`src/rtl/fetch_prefetch.sv`:
```
// Instruction prefetch stage: credit-limited sequential word fetch feeding the instruction queue.
// state | meaning
// IDLE  | no request on the bus; waiting for credit, outstanding-slot and fetch enable
// REQ   | imem_req asserted at fetch_pc, held stable until granted
module fetch_prefetch #(
    parameter logic [31:0] RESET_PC  = 32'h0000_0000,
    parameter int          QDEPTH    = 4,
    parameter int          MAX_OUTST = 2
) (
    input  logic        CLK,
    input  logic        RST,
    input  logic        fetch_en,
    input  logic        redirect_vld,
    input  logic [31:0] redirect_pc,
    output logic        imem_req,
    output logic [31:0] imem_addr,
    input  logic        imem_gnt,
    input  logic        imem_rvalid,
    input  logic [31:0] imem_rdata,
    output logic        q_wen,
    output logic [63:0] q_wdata,
    output logic        q_flush,
    input  logic        q_deq
);

    localparam int          CW          = $clog2(QDEPTH + 1);
    localparam logic [31:0] QDEPTH_U    = 32'(QDEPTH);
    localparam logic [31:0] MAX_OUTST_U = 32'(MAX_OUTST);

    typedef enum logic {IDLE, REQ} state_t;

    state_t        state;
    logic [31:0]   fetch_pc;
    logic [31:0]   resp_pc;
    logic [CW-1:0] occ_cnt;
    logic [CW-1:0] outst_cnt;
    logic [CW-1:0] discard_cnt;

    logic [31:0]   occ_w;
    logic [31:0]   outst_w;
    logic [31:0]   credit_used;
    logic          can_issue;
    logic          can_issue_after;
    logic          gnt_fire;
    logic          rsp_live;
    logic          deq_live;
    logic [31:0]   redirect_pc_al;
    logic          unused_bits;

    assign unused_bits    = ^redirect_pc[1:0];
    assign redirect_pc_al = {redirect_pc[31:2], 2'b00};

    // Queue entries and in-flight requests share the same credit pool.
    assign occ_w           = 32'(occ_cnt);
    assign outst_w         = 32'(outst_cnt);
    assign credit_used     = occ_w + outst_w;
    assign can_issue       = fetch_en && (credit_used < QDEPTH_U) && (outst_w < MAX_OUTST_U);
    assign can_issue_after = fetch_en && ((credit_used + 32'd1) < QDEPTH_U)
                             && ((outst_w + 32'd1) < MAX_OUTST_U);

    assign imem_req  = (state == REQ) && !redirect_vld;
    assign imem_addr = fetch_pc;
    assign gnt_fire  = imem_req && imem_gnt;

    // A response with nothing outstanding is a protocol error and is ignored.
    assign rsp_live = imem_rvalid && (outst_cnt != '0);
    assign deq_live = q_deq && (occ_cnt != '0);
    assign q_wen    = rsp_live && !redirect_vld && (discard_cnt == '0);
    assign q_wdata  = q_wen ? {resp_pc, imem_rdata} : 64'd0;
    assign q_flush  = redirect_vld && !RST;

    always_ff @(posedge CLK or posedge RST) begin
        if (RST) begin
            state       <= IDLE;
            fetch_pc    <= RESET_PC;
            resp_pc     <= RESET_PC;
            occ_cnt     <= '0;
            outst_cnt   <= '0;
            discard_cnt <= '0;
        end else begin
            if (redirect_vld) begin
                state <= IDLE;
            end else begin
                case (state)
                    IDLE:    if (can_issue) state <= REQ;
                    REQ:     if (gnt_fire && !can_issue_after) state <= IDLE;
                    default: state <= IDLE;
                endcase
            end

            if (redirect_vld)  fetch_pc <= redirect_pc_al;
            else if (gnt_fire) fetch_pc <= fetch_pc + 32'd4;

            if (redirect_vld) resp_pc <= redirect_pc_al;
            else if (q_wen)   resp_pc <= resp_pc + 32'd4;

            case ({gnt_fire, rsp_live})
                2'b10:   outst_cnt <= outst_cnt + CW'(1);
                2'b01:   outst_cnt <= outst_cnt - CW'(1);
                default: outst_cnt <= outst_cnt;
            endcase

            if (redirect_vld) begin
                occ_cnt <= '0;
            end else begin
                case ({q_wen, deq_live})
                    2'b10:   occ_cnt <= occ_cnt + CW'(1);
                    2'b01:   occ_cnt <= occ_cnt - CW'(1);
                    default: occ_cnt <= occ_cnt;
                endcase
            end

            // Everything still in flight at a redirect belongs to the old stream.
            if (redirect_vld)
                discard_cnt <= outst_cnt - CW'(rsp_live);
            else if (rsp_live && (discard_cnt != '0))
                discard_cnt <= discard_cnt - CW'(1);
        end
    end

endmodule

```
`config.mk`:
```
export PLATFORM = sky130hd
export DESIGN_NAME = fetch_prefetch
export DESIGN_NICKNAME = d
export VERILOG_FILES = /design/src/rtl/fetch_prefetch.sv
export SDC_FILE = /design/constraint.sdc
export NUM_CORES = 1
export LEC_CHECK = 0
export BUFFER_PORTS_ARGS = -buffer_cell sky130_fd_sc_hd__clkbuf_2
export CORE_MARGIN = 3
export CORE_UTILIZATION = 57
export CTS_BUF_LIST = sky130_fd_sc_hd__clkbuf_4
export DETAILED_ROUTE_END_ITERATION = 6
export GPL_TIMING_DRIVEN = 1
export PLACE_DENSITY_LB_ADDON = 0.2
export SETUP_SLACK_MARGIN = 0.4
export SKIP_CTS_REPAIR_TIMING = 1
export SYNTH_ARGS = -nofsm -noshare
export SYNTH_HDL_FRONTEND = slang
export SYNTH_SLANG_ARGS = --single-unit
```
`constraint.sdc`:
```
create_clock -name CLK -period 4.7 [get_ports CLK]
set_clock_uncertainty 0.2 [all_clocks]
set_input_delay 0 -clock CLK [delete_from_list [all_inputs] [get_ports CLK]]
set_output_delay 0 -clock CLK [all_outputs]
set_load 0.03 [all_outputs]
```
-- Word-level counts from Yosys, hierarchy flattened
Cells that the tools add are included.
- bits in registers: 74
- logic and storage cells: 65
- input bits: 71
- output and inout port bits: 99
- reduce and logical (&&, ||, !) cells: 25
- bitwise gates (word level): 1
- $lt $le $gt $ge: 4
- equal/unequal tests: 4
- mux-type cells: 14
- $add $sub $neg: 11
- operator list (cell ; number):
    two-way mux 32 bit ; 4
    adder 32 x 3 -> 32 bit, second input constant ; 2
    two-way mux 64 bit ; 1
    logical AND 1 bit ; 13
    case mux 3 bit (2 select lines) ; 2
    nonzero test 3 bit ; 4
    two-way mux 3 bit ; 3
    subtractor 3 x 1 -> 3 bit, second input constant ; 3
    nonzero test 2 bit ; 4
    adder 3 x 1 -> 3 bit, second input constant ; 2
    adder 4 x 1 -> 5 bit, second input constant ; 1
    < comparator 5 x 3 -> 1 bit, second input constant ; 1
    adder 3 x 1 -> 4 bit, second input constant ; 1
    adder 3 x 3 -> 4 bit ; 1
    equality test 2 x 1 -> 1 bit, second input constant ; 2
    equality test 2 bit, second input constant ; 2
    < comparator 4 x 2 -> 1 bit, second input constant ; 1
    < comparator 4 x 3 -> 1 bit, second input constant ; 1
    zero test 1 bit ; 3
    zero test 3 bit ; 1
    < comparator 3 x 2 -> 1 bit, second input constant ; 1
    two-way mux 1 bit ; 3
    subtractor 3 x 1 -> 3 bit ; 1
    case mux 1 bit (2 select lines) ; 1
    NOT 1 bit ; 1

-- Logic depth before layout (Yosys ltp)
- depth after elaboration: 10
- depth in mapped cells: 10
- mapped depth without buffers: 10

-- Worst setup path after synthesis
OpenSTA, ideal clock, no wires.
- kind: register to register
- start point: register discard_cnt[0]
- end point: register occ_cnt[2]
- cell stages (with the launch flop): 11
- required time: 4.375 ns
- arrival: 2.732 ns
- slack: 1.643 ns
- setup time: 0.125 ns
- path buffers: 1
- clock period less this slack: 3.057 ns
- path through: dfrtp_1 inv_1 ha_1 nor2b_1 nand3_1 nor2_1 clkbuf_1 nor2_1 fa_1 mux2i_1 mux2_2
- word-level cells in the longest chain between the ends: 5
- elaborated cells between the ends (all ways): 7
- those cells by class: eq/ne (2); mux (2); reduce/logical (3)
- RTL lines (item ; line ; RTL):
    from (decl) ; 37 ; logic [CW-1:0] discard_cnt;
    from (signal assigned) ; 115 ; discard_cnt <= outst_cnt - CW'(rsp_live);
    from (signal assigned) ; 117 ; discard_cnt <= discard_cnt - CW'(1);
    zero test 3 bit (*) ; 68 ; assign q_wen = rsp_live && !redirect_vld && (discard_cnt == '0);
    logical AND 1 bit (*) ; 68 ;
    via q_wen ; 20 ; output logic q_wen,
    equality test 2 x 1 -> 1 bit or equality test 2 bit (tied branches) ; 106 ; case ({q_wen, deq_live})
    case mux 3 bit (2 select lines) ; 106 ;
    two-way mux 3 bit ; 103 ; if (redirect_vld) begin
    to (signal assigned) ; 107 ; 2'b10: occ_cnt <= occ_cnt + CW'(1);
    to (signal assigned) ; 108 ; 2'b01: occ_cnt <= occ_cnt - CW'(1);
    to (signal assigned) ; 109 ; default: occ_cnt <= occ_cnt;
    to (decl) ; 35 ; logic [CW-1:0] occ_cnt;
Mark *: on every way through the listed nets, which the timed path passes. The rest lies on a longest branch.
A chain may end at the register's enable or synchronous reset.

-- Final worst setup path
- start point: register outst_cnt[1]
- end point: output port q_wdata[52]
- word-level cells in the longest chain between the ends: 5
- RTL lines (item ; line ; RTL):
    from (decl) ; 36 ; logic [CW-1:0] outst_cnt;
    from (signal assigned) ; 98 ; 2'b10: outst_cnt <= outst_cnt + CW'(1);
    from (signal assigned) ; 99 ; 2'b01: outst_cnt <= outst_cnt - CW'(1);
    from (signal assigned) ; 100 ; default: outst_cnt <= outst_cnt;
    nonzero test 3 bit ; 66 ; assign rsp_live = imem_rvalid && (outst_cnt != '0);
    logical AND 1 bit ; 66 ;
    logical AND 1 bit (2 in a row) ; 68 ;
    two-way mux 64 bit ; 69 ; assign q_wdata = q_wen ? {resp_pc, imem_rdata} : 64'd0;
    to (decl) ; 21 ; output logic [63:0] q_wdata,
Every way passes these cells.

==> impl_metrics.ini <==
[drt]
via_per_inst = 6.09
first_pass_iters = 4
num_vias = 5216
detail_route.wirelength_um = 14900
drc = 0
ant_nets = 0
drtIter0Drc = 251
routedWlPerCell_um = 17.4

[clock_tree]
clock_path_buffers = 2
cts.reportedPaths.clkPinSlew_ns = 0.14
worstSkewPairLatency_ns = 0.44
cts_buffers = 9
h-tree-depth = 3
cts_tree = built
clock_sinks = 70
cts_root_buf = clkbuf_4

[power]
power_mw = 2.09
p_per_area_nw_per_um2 = 334
p_leak_nw = 2.81
peakVddDrop_mv = 0.295

[yosys]
synth_top_area_cell = dfrtp_1
avgSynthCellArea_sq_um = 8.72
yosysUniqueCellTypes = 53
syn_area_sq_um = 4930
ys_async_sr_fraction_pct = 100
synth-edff-count = 0
synthCells = 566
synth_top_cell_area_share_pct = 35.5
yosys_warnings = 0
ys_top_cells_by_area = dfrtp_1 (35%), and2_1 (8.1%), nor2_1 (3.3%)
ys_seq_elements = 70
ys.flop_type = dfrtp_1
yosysSeqAreaShare_pct = 35.5

[place]
dp_hpwl_um = 10500
placed_cells = 805
gp_congestion = 0.842
post_dp_cell_area_sq_um = 5780
port_buffers = 163
dp_slack_ns = 1.81

[floorplan]
chipHeight_um = 99.0
core-area_sq_um = 8300
boundaryPins = 170
fp-row-count = 33
initial_core_util_pct = 59.5
die-area_sq_um = 9810
die_w_um = 99.0

[global_routing]
grt_pass1_vias = 4590
antenna_found_initial = 0
grt_use_total_pct = 28.5
grt_max_degree = 71
grt_pass1_wl_um = 22600
grt-ovfl-total = 0

[layout]
final_area_sq_um = 6270
antenna_cells = 0
syn_to_final_growth_pct = 27.1
layout_common_cells = clkbuf_2 (163), dfrtp_1 (70), and2_1 (64)
final_layout_size_suffix_gt1_share_pct = 27.7
fin_cells = 856
postLayoutCoreUtil_pct = 75.6
mostFrequentLayoutCell = clkbuf_2
nets = 832

[setup_path]
crit_family = simple AND/OR/NAND/NOR gates
regToRegStartpoint = outst_cnt[1]
r2r_cells = 9
slowest_stage = dfrtp_1
worstPathRequired_ns = 4.50
cpPeakStageDelay_ns = 0.42
path_buf_inv = 3
crit_fanout = 62
startpoint_type = flop
crit_chain = inv_1, ha_1, nand2b_1, nand3_1, nor2_4, buf_4, and2_1, clkbuf_2
cp.arrival_ns = 2.95
endpoint_kind = output pin
worstSetupPathType = flop to output pin
r2r_slack_ns = 1.78
r2r-end = occ_cnt[2]

[run]
drv_cap = 0

[status]
status = complete, no violations

[timing]
fin_tns_setup_ns = 0
hold_viol = 0
slew_headroom_pct = 34.3
timing.hold.ws_ns = 0.144
post-route-period-util_pct = 67.0
rsz0062_at_grt = false
worstMarginPinSlew_ns = 0.978
setup_viol = 0
period_needed_ns = 3.15
max_freq_ghz = 0.317
fin_ws_ns = 1.55
final_max_slew_viol_count = 0

[worst_hold_path]
hold_end = imem_addr[30]
worstHoldPathType = input port to flop
hold_start = redirect_vld
min_path_cells = 3
==> layout make-up <==
type / instances / area, sq um
Multi-Input combinational cell: 448 / 2990
Fill cell: 610 / 2030
Sequential cell: 70 / 1750
Timing Repair Buffer: 203 / 1200
Tap cell: 105 / 131
Clock buffer: 10 / 75.1
Clock inverter: 6 / 71.3
Inverter: 14 / 52.6
==> cell usage after synthesis (4+ instances only) <==
master and count:
buf_4 4, clkbuf_1 23, nor4_1 17, and2_1 64, xor2_1 7, o21ai_0 12, nor3_1 22, mux2i_1 6
a31oi_1 13, xnor2_1 15, a211oi_1 20, nor2b_1 11, or3_1 14, buf_2 5, nand3_1 22, nand4_1 19
dfrtp_1 70, nand2b_1 8, and4_1 15, o31ai_1 9, nor2_1 44, inv_1 14, or4_1 7, a311oi_1 9
buf_1 4, a21oi_1 11, and3_1 8, mux2_2 12, nor4b_1 4, nand2_1 31, ha_1 12
==> logic make-up (layout without fill, tap and decap cells) <==
kind of cell / count (synthesis) / count (layout) / share of synthesized area, %
AOI/OAI and AO/OA: 86 / 86 / 12.1
xor gates and xnor gates: 22 / 22 / 3.90
adders and majority gates: 15 / 15 / 4.26
buffers and inverters: 51 / 233 / 4.34
DFF: 70 / 70 / 35.5
muxes: 18 / 18 / 3.96
other: 1 / 4 / 0.0760
and+or+nand+nor: 303 / 303 / 35.8
==> worst register-to-register path, stage by stage, from the launching register on <==
cell and delay, ns:
dfrtp_1 0.42, inv_1 0.16, ha_1 0.22, nand2b_1 0.34
nand3_1 0.34, nor2_4 0.16, nor2_1 0.06, fa_1 0.39
mux2i_1 0.18, mux2_2 0.35
==> how the worst max path moves through the flow <==
| stage | start | slack, ns | endpoint | depth (start not counted) |
|---|---|---|---|---|
| 3_3_place_gp | outst_cnt[1] | 1.89 | occ_cnt[2] | 9 |
| 6_report | outst_cnt[1] | 1.55 | q_wdata[52] | 8 |
| 2_1_floorplan | discard_cnt[0] | 1.64 | occ_cnt[2] | 10 |
| 3_5_place_dp | outst_cnt[1] | 1.81 | occ_cnt[2] | 9 |
| 5_1_grt | outst_cnt[1] | 1.31 | q_wdata[52] | 8 |
| 4_1_cts | outst_cnt[1] | 1.57 | q_wdata[55] | 8 |
==> registers in the layout (all words and copies together), names as in the netlist <==
signal,count
outst_cnt,3
state,1
imem_addr,30
occ_cnt,3
resp_pc,30
discard_cnt,3
==> per-layer routing <==
metal | vias up | share of wire (%) | track usage [%]
li1 | 2440 | - | -
met1 | 2511 | 40 | 38.2
met2 | 230 | 51 | 47.1
met3 | 35 | 6.3 | 4.67
met4 | 0 | 2.6 | 9.45
met5 | - | 0 | 0
==> where the power goes <==
group          switching [mW]  total, mW  internal (mW)
combinational           0.494      0.834          0.340
sequential              0.145      0.843          0.699
clock                   0.244      0.415          0.171
Power figures use the tool's default switching activity.
